## config.mk

```make
export PLATFORM = sky130hd
export DESIGN_NAME = result_led_ctrl
export DESIGN_NICKNAME = d
export VERILOG_FILES = /design/src/rtl/result_led_ctrl.sv
export SDC_FILE = /design/constraint.sdc
export NUM_CORES = 1
export LEC_CHECK = 0
export BUFFER_PORTS_ARGS = -buffer_cell sky130_fd_sc_hd__buf_4
export CAP_MARGIN = 20
export CORE_MARGIN = 2
export CORE_UTILIZATION = 34
export CTS_CLUSTER_DIAMETER = 200
export CTS_CLUSTER_SIZE = 40
export DETAILED_ROUTE_END_ITERATION = 16
export PLACE_DENSITY = 0.46
export SLEW_MARGIN = 10
export SYNTH_ARGS = -nofsm -noshare
export SYNTH_HDL_FRONTEND = slang
export SYNTH_SLANG_ARGS = --single-unit
export TNS_END_PERCENT = 30
```

## constraint.sdc

```tcl
create_clock -name clk -period 3.05 [get_ports clk]
set_input_delay 0.7625 -clock clk [delete_from_list [all_inputs] [get_ports clk]]
set_output_delay 0.7625 -clock clk [all_outputs]
set_load 0.01 [all_outputs]
```

## src/rtl/result_led_ctrl.sv

```systemverilog
// Result indicator for the Bulls and Cows guess-check path.
// Latches each scored guess and shows strikes (Green) and balls (Red) as
// thermometer bars for a hold time. A full-strike result blinks Green for a
// fixed number of periods, then holds solid Green until Clear.
module result_led_ctrl #(
   parameter int DIGITS      = 4,
   parameter int CNT_W       = 3,
   parameter int BLINK_DIV   = 25000000,
   parameter int WIN_BLINKS  = 5,
   parameter int HOLD_CYCLES = 100000000
) (
   input  logic              clk,
   input  logic              rst_n,
   input  logic              Valid,
   input  logic [CNT_W-1:0]  Strike,
   input  logic [CNT_W-1:0]  Ball,
   input  logic              Clear,
   output logic [DIGITS-1:0] Green,
   output logic [DIGITS-1:0] Red,
   output logic              Win,
   output logic              Busy
);

   localparam int DIV_W  = (BLINK_DIV > 1) ? $clog2(BLINK_DIV) : 1;
   localparam int TOG_N  = 2 * WIN_BLINKS;
   localparam int TOG_W  = $clog2(TOG_N);
   localparam int HOLD_W = (HOLD_CYCLES > 1) ? $clog2(HOLD_CYCLES) : 1;

   localparam logic [DIV_W-1:0]  DIV_LAST  = DIV_W'(BLINK_DIV - 1);
   localparam logic [TOG_W-1:0]  TOG_LAST  = TOG_W'(TOG_N - 1);
   localparam logic [HOLD_W-1:0] HOLD_LAST = HOLD_W'(HOLD_CYCLES - 1);
   localparam logic [CNT_W-1:0]  DIG_C     = CNT_W'(DIGITS);
   localparam logic [DIGITS-1:0] ALL_ON    = {DIGITS{1'b1}};
   localparam logic [DIGITS-1:0] ALL_OFF   = {DIGITS{1'b0}};

   typedef enum logic [1:0] {
      IDLE      = 2'd0,
      SHOW      = 2'd1,
      WIN_BLINK = 2'd2,
      WIN_HOLD  = 2'd3
   } state_t;

   state_t              state_q, state_d;
   logic [DIGITS-1:0]   green_q, green_d;
   logic [DIGITS-1:0]   red_q, red_d;
   logic                win_q, win_d;
   logic                busy_q, busy_d;
   logic [DIV_W-1:0]    div_q, div_d;
   logic [TOG_W-1:0]    tog_q, tog_d;
   logic [HOLD_W-1:0]   hold_q, hold_d;
   logic [CNT_W-1:0]    s_clamp, b_clamp;

   // Thermometer code: the lowest n LEDs lit.
   function automatic logic [DIGITS-1:0] therm(input logic [CNT_W-1:0] n);
      logic [DIGITS-1:0] t;
      t = ALL_OFF;
      for (int i = 0; i < DIGITS; i++) begin
         t[i] = (CNT_W'(i) < n);
      end
      return t;
   endfunction

   // Saturate out-of-range counts at DIGITS; no error is raised.
   always_comb begin
      s_clamp = (Strike > DIG_C) ? DIG_C : Strike;
      b_clamp = (Ball > DIG_C) ? DIG_C : Ball;
   end

   // Next-state and next-output logic; Clear overrides everything.
   always_comb begin
      state_d = state_q;
      green_d = green_q;
      red_d   = red_q;
      div_d   = div_q;
      tog_d   = tog_q;
      hold_d  = hold_q;
      if (Clear) begin
         state_d = IDLE;
         green_d = ALL_OFF;
         red_d   = ALL_ON;
         div_d   = '0;
         tog_d   = '0;
         hold_d  = '0;
      end else begin
         case (state_q)
            IDLE, SHOW: begin
               if (Valid) begin
                  if (s_clamp == DIG_C) begin
                     state_d = WIN_BLINK;
                     green_d = ALL_ON;
                     red_d   = ALL_OFF;
                     div_d   = '0;
                     tog_d   = '0;
                     hold_d  = '0;
                  end else begin
                     state_d = SHOW;
                     green_d = therm(s_clamp);
                     red_d   = therm(b_clamp);
                     hold_d  = '0;
                  end
               end else if (state_q == SHOW) begin
                  if (hold_q == HOLD_LAST) begin
                     state_d = IDLE;
                     green_d = ALL_OFF;
                     red_d   = ALL_ON;
                     hold_d  = '0;
                  end else begin
                     hold_d = hold_q + HOLD_W'(1);
                  end
               end else begin
                  green_d = ALL_OFF;
                  red_d   = ALL_ON;
               end
            end
            WIN_BLINK: begin
               red_d = ALL_OFF;
               if (div_q == DIV_LAST) begin
                  div_d = '0;
                  if (tog_q == TOG_LAST) begin
                     // Last off phase done: settle on solid green.
                     state_d = WIN_HOLD;
                     green_d = ALL_ON;
                     tog_d   = '0;
                  end else begin
                     green_d = ~green_q;
                     tog_d   = tog_q + TOG_W'(1);
                  end
               end else begin
                  div_d = div_q + DIV_W'(1);
               end
            end
            WIN_HOLD: begin
               green_d = ALL_ON;
               red_d   = ALL_OFF;
            end
            default: begin
               state_d = IDLE;
               green_d = ALL_OFF;
               red_d   = ALL_ON;
               div_d   = '0;
               tog_d   = '0;
               hold_d  = '0;
            end
         endcase
      end
      win_d  = (state_d == WIN_BLINK) || (state_d == WIN_HOLD);
      busy_d = (state_d == WIN_BLINK);
   end

   // State, counters and registered outputs.
   always_ff @(posedge clk or negedge rst_n) begin
      if (!rst_n) begin
         state_q <= IDLE;
         green_q <= ALL_OFF;
         red_q   <= ALL_ON;
         win_q   <= 1'b0;
         busy_q  <= 1'b0;
         div_q   <= '0;
         tog_q   <= '0;
         hold_q  <= '0;
      end else begin
         state_q <= state_d;
         green_q <= green_d;
         red_q   <= red_d;
         win_q   <= win_d;
         busy_q  <= busy_d;
         div_q   <= div_d;
         tog_q   <= tog_d;
         hold_q  <= hold_d;
      end
   end

   assign Green = green_q;
   assign Red   = red_q;
   assign Win   = win_q;
   assign Busy  = busy_q;

endmodule

```

Word-level counts from Yosys, hierarchy flattened:

Cells that the tools add are included.

* bits in read-only memories: 0
* bits in writable memories: 0
* input port bits: 10
* memories: 0
* output and inout port bits: 10
* register bits after elaboration: 68
* latch bits: 0
* logic and storage cells: 86

* shift-type cells: 0
* equality and inequality tests: 13
* order comparisons: 10
* muxes and demuxes: 40
* reduce and logical (&&, ||, !) cells: 11
* add/subtract/negate cells: 3
* $mul: 0
* bitwise operators: 1
* div/mod/pow operators: 0

Operators with widths (number)
* two-way mux 27 bit: 5
* two-way mux 25 bit: 4
* two-way mux 4 bit: 17
* case mux 25 bit (2 select lines): 1
* adder 27 x 1 -> 27 bit, second input constant: 1
* equality test 27 bit, second input constant: 1
* adder 25 x 1 -> 25 bit, second input constant: 1
* equality test 25 bit, second input constant: 1
* case mux 4 bit (2 select lines): 2
* two-way mux 2 bit: 7
* < comparator 1 x 3 -> 1 bit, first input constant: 4
* < comparator 2 x 3 -> 1 bit, first input constant: 4
* case mux 4 bit (3 select lines): 1
* != test 3 bit, second input constant: 3
* equality test 2 bit, second input constant: 4
* greater-than comparator 3 bit, second input constant: 2
* two-way mux 3 bit: 2
* nonzero test 3 bit: 2
* != test 5 bit, second input constant: 1
* adder 4 x 1 -> 4 bit, second input constant: 1
* equality test 4 bit, second input constant: 1
* NOT 4 bit: 1
* case mux 2 bit (2 select lines): 1
* AND reduction 2 bit: 2
* other kinds (8): 9

Depth between registers and ports, before layout:

* depth after elaboration: 9
* depth in mapped cells: 8

Worst setup path after synthesis:

Ideal clock, no wire load.

* path kind: input -> register
* start point: input port Valid
* end point: register div_q[24]
* required time: 2.972 ns
* arrival: 2.283 ns
* buffers on the path: 2
* library setup time: 0.078 ns
* setup slack: 0.689 ns
* stages: 7
* cell sequence: buf_2 > and3b_1 > buf_6 > o311ai_4 > or4_4 > or3_1 > a21oi_1

* longest elaborated chain between the ends: 2

Ends and longest elaborated chain
* start: declaration: RTL line 14 `input logic Valid,`
* != test 3 bit (no source line)
* AND reduction 3 bit (no source line)
* end signal: assignment: RTL line 167 `div_q <= div_d;`
* end: declaration: RTL line 48 `logic [DIV_W-1:0] div_q, div_d;`

No other way between the ends.
A chain may end at the register's enable or synchronous reset.

Worst setup path after layout:

* start point: register div_q[0]
* end point: register green_q[3], in the netlist Green[3]

* longest elaborated chain between the ends: 3

Ends and longest elaborated chain
* equality test 25 bit: RTL line 117 `if (div_q == DIV_LAST) begin`
* != test 3 bit (no source line)
* AND reduction 2 bit (no source line)
* end signal: assignment: RTL line 163 `green_q <= green_d;`
* end: declaration: RTL line 44 `logic [DIGITS-1:0] green_q, green_d;`

No other way between the ends.

==> reports/qor.yml <==
dieHeight_um: 108
cts_hold_repair.buffers: 0
detail_route.wirelength_mm: 8.25
clkSinkCount: 68
dr.first_iter.drc_count: 87
routed-via-count: 2792
hpwl_mm: 5.51
synth_area_per_cell_um2: 9.56
ff2ff_path_depth: 6
row_count: 37
outcome: "completed"
reg2reg_from: "div_q[0]$_DFFE_PN0P_"
path_clk_slew_ns: 0.08
crit_path_start_kind: "flip-flop"
finalSetupTns_ns: 0
criticalPathCategory: "reg2reg"
tightestPinTransition_ns: 0.896
fmaxAchievable_mhz: 416
antenna_found_initial: 0
design_power_total_mw: 1.79
rsz0062_at_grt: "false"
synth_flop_cell: "sky130_fd_sc_hd__dfrtp_1"
synth.top_cells.by_count: "sky130_fd_sc_hd__dfrtp_1, sky130_fd_sc_hd__nor2_1, sky130_fd_sc_hd__xnor2_1"
max_cap_violation_count: 0
simple_gate_fraction_of_synth_area_pct: 27.2
postSynthRegisterBits: 68
effective_utilization_at_floorplan_pct: 35.3
synth-edff-count: 0
first_global_vias: 2921
detail_route_antenna_nets: 0
synthesis.nets: 399
post_cts.repair.setup_buffers: 0
synth-async-reset-ratio_pct: 100
grt_max_degree: 69
hold_viol_final: 0
timing.max_slew.rel_slack_pct: 40.3
post_route_cells_drive_above_1_share_pct: 14.6
critical_path.endpoint: "Green[3]$_DFFE_PN0P_"
synth_cells: 385
arrival_ns: 2.65
postCtsResizedCells: 0
worst_case_vdd_ir_drop_mv: 0.305
crit_path_start: "div_q[0]$_DFFE_PN0P_"
power.density_mw_per_mm2: 434
netlist_area_mm2: 0.00368
max-clock-path-buffers: 2
fp.dieArea_mm2: 0.0117
critPathMaxFanout: 5
synth.area.top_cells: "sky130_fd_sc_hd__dfrtp_1, sky130_fd_sc_hd__xnor2_1, sky130_fd_sc_hd__nor2_1, sky130_fd_sc_hd__xor2_1, sky130_fd_sc_hd__nand4_1"
fp.dieW_um: 108
clock_tree.htree_level_count: 3
synth.distinct_cells: 55
core-area_mm2: 0.0104
tritoncts_clock_tree: "built"
finish.net_count: 414
clock_network_latency_to_the_later_pin_of_the_worst_skew_pair_ns: 0.36
globalRouteTotalUtil_pct: 16.2
synth_top_family_by_area: "simple AND/OR/NAND/NOR gates"
post-synth-top-area-cell: "sky130_fd_sc_hd__dfrtp_1"
grt_pass1_wl_mm: 14.6
numPortBuffers: 19
post-route-drc-count: 0
route.detailed.vias_per_inst: 5.16
finalClockSkew_ns: 0.0111
overflow: 0
area_growth_syn_to_layout_pct: 12.1
place_congestion: 0.731
post_synthesis_share_of_cell_area_spent_on_full_adders_half_adders_and_majority_gates_pct: 1.36
r2r_end: "Green[3]$_DFFE_PN0P_"
io-pin-count: 20
final_min_period_over_clock_period_pct: 78.8
ys_seq_area_share_pct: 46.4
setup.worst_path.end_class: "flip-flop"
wl_per_cell_um: 15.2
yosys-mux-area-fraction_pct: 2.35
final-max-slew-violation-count: 0
cts_buffers: 9
cts.root.buffer_cell: "sky130_fd_sc_hd__clkbuf_8"
report.final.setup_viol: 0
min_path_type: "reg2reg"
cp.required_ns: 3.30
setup.reg_to_reg.worst_slack_ns: 0.65
yosysMostFrequentCell: "sky130_fd_sc_hd__dfrtp_1"
synth_compound_area_share_pct: 8.57
count_of_antenna_diodes_in_the_layout: 0
yosysTopAreaCellShare_pct: 43.5
drt-pass1-iter-count: 4
period_needed_ns: 2.40
p_leak_nw: 1.66
yosys_warnings: 0
yosys.area_share.xor_xnor_pct: 9.76
## per-stage QoR
step | worst slack (ns) | instances | hold slack (ns) | instance area, µm² | utilization, %
after global placement | 0.582 | 525 | 0.465 | 3940 | 37.8
after CTS | 0.624 | 541 | 0.475 | 4130 | 39.6
after detailed placement | 0.497 | 525 | 0.463 | 3940 | 37.8
final | 0.648 | 541 | 0.469 | 4130 | 39.6
after floorplan | 0.689 | 385 | 0.467 | 3680 | -
after global routing | 0.463 | 541 | 0.532 | 4130 | 39.6
## area by class of cell
type | instances | area (µm²)
Multi-Input combinational cell | 280 | 1820
Inverter | 16 | 60.1
Fill cell | 1077 | 6290
Clock buffer | 14 | 173
Tap cell | 136 | 170
Clock inverter | 2 | 10.0
Sequential cell | 68 | 1710
Timing Repair Buffer | 25 | 188
## flip-flops by register name, summed over array words and instances, names as in the netlist
name	count
hold_q	27
div_q	25
Green	4
Red	4
tog_q	4
state_q	2
Busy	1
Win	1
## report_power, final
part	leakage (nW)	switching [mW]	internal, mW
combinational	0.633	0.0858	0.0552
sequential	0.928	0.0155	0.922
clock	0.0965	0.350	0.360
total	1.66	0.452	1.34
## critical path: stages (launching register included)
cell	delay (ns)
sky130_fd_sc_hd__dfrtp_1	0.43
sky130_fd_sc_hd__ha_1	0.31
sky130_fd_sc_hd__nor4bb_1	0.31
sky130_fd_sc_hd__nand4_1	0.23
sky130_fd_sc_hd__o211ai_1	0.28
sky130_fd_sc_hd__and2_0	0.34
sky130_fd_sc_hd__mux2_2	0.37
## cells by family (layout without fill, tap and decap cells)
logic type      after synthesis  count (layout)
xor+xnor                     41              41
mux                           8               8
buf+inv                      37              57
fa+ha+maj                     4               4
flops                        68              68
simple gates                184             184
compound gates               43              43
## worst min path at each step
stage	startpoint	endpoint	slack [ns]	depth (start not counted)
5_1_grt	Red[2]$_DFFE_PN1P_	Red[2]$_DFFE_PN1P_	0.53	2
4_1_cts	Red[2]$_DFFE_PN1P_	Red[2]$_DFFE_PN1P_	0.47	2
3_5_place_dp	Red[2]$_DFFE_PN1P_	Red[2]$_DFFE_PN1P_	0.46	2
2_1_floorplan	rst_n	Busy$_DFF_PN0_	0.47	0
3_3_place_gp	Red[2]$_DFFE_PN1P_	Red[2]$_DFFE_PN1P_	0.46	2
6_report	Red[2]$_DFFE_PN1P_	Red[2]$_DFFE_PN1P_	0.47	2
## cells in the final DEF, fill, tap and decap left out, drive strengths merged, types with 9 or more instances in the layout
master   n
dfrtp   64
nor2    52
buf     25
xnor2   23
nand2   21
nand4   19
xor2    18
nand3   17
inv     16
nor4    16
clkbuf  14
a21oi   12
o21ai   11
and3     9
## routing by layer
layer | routed length, µm | GRT usage [%]
met5 | 0 | 0
met3 | 307 | 5.67
met1 | 4070 | 21.0
met2 | 3750 | 25.0
met4 | 114 | 5.95
Power figures use the tool's default switching activity.
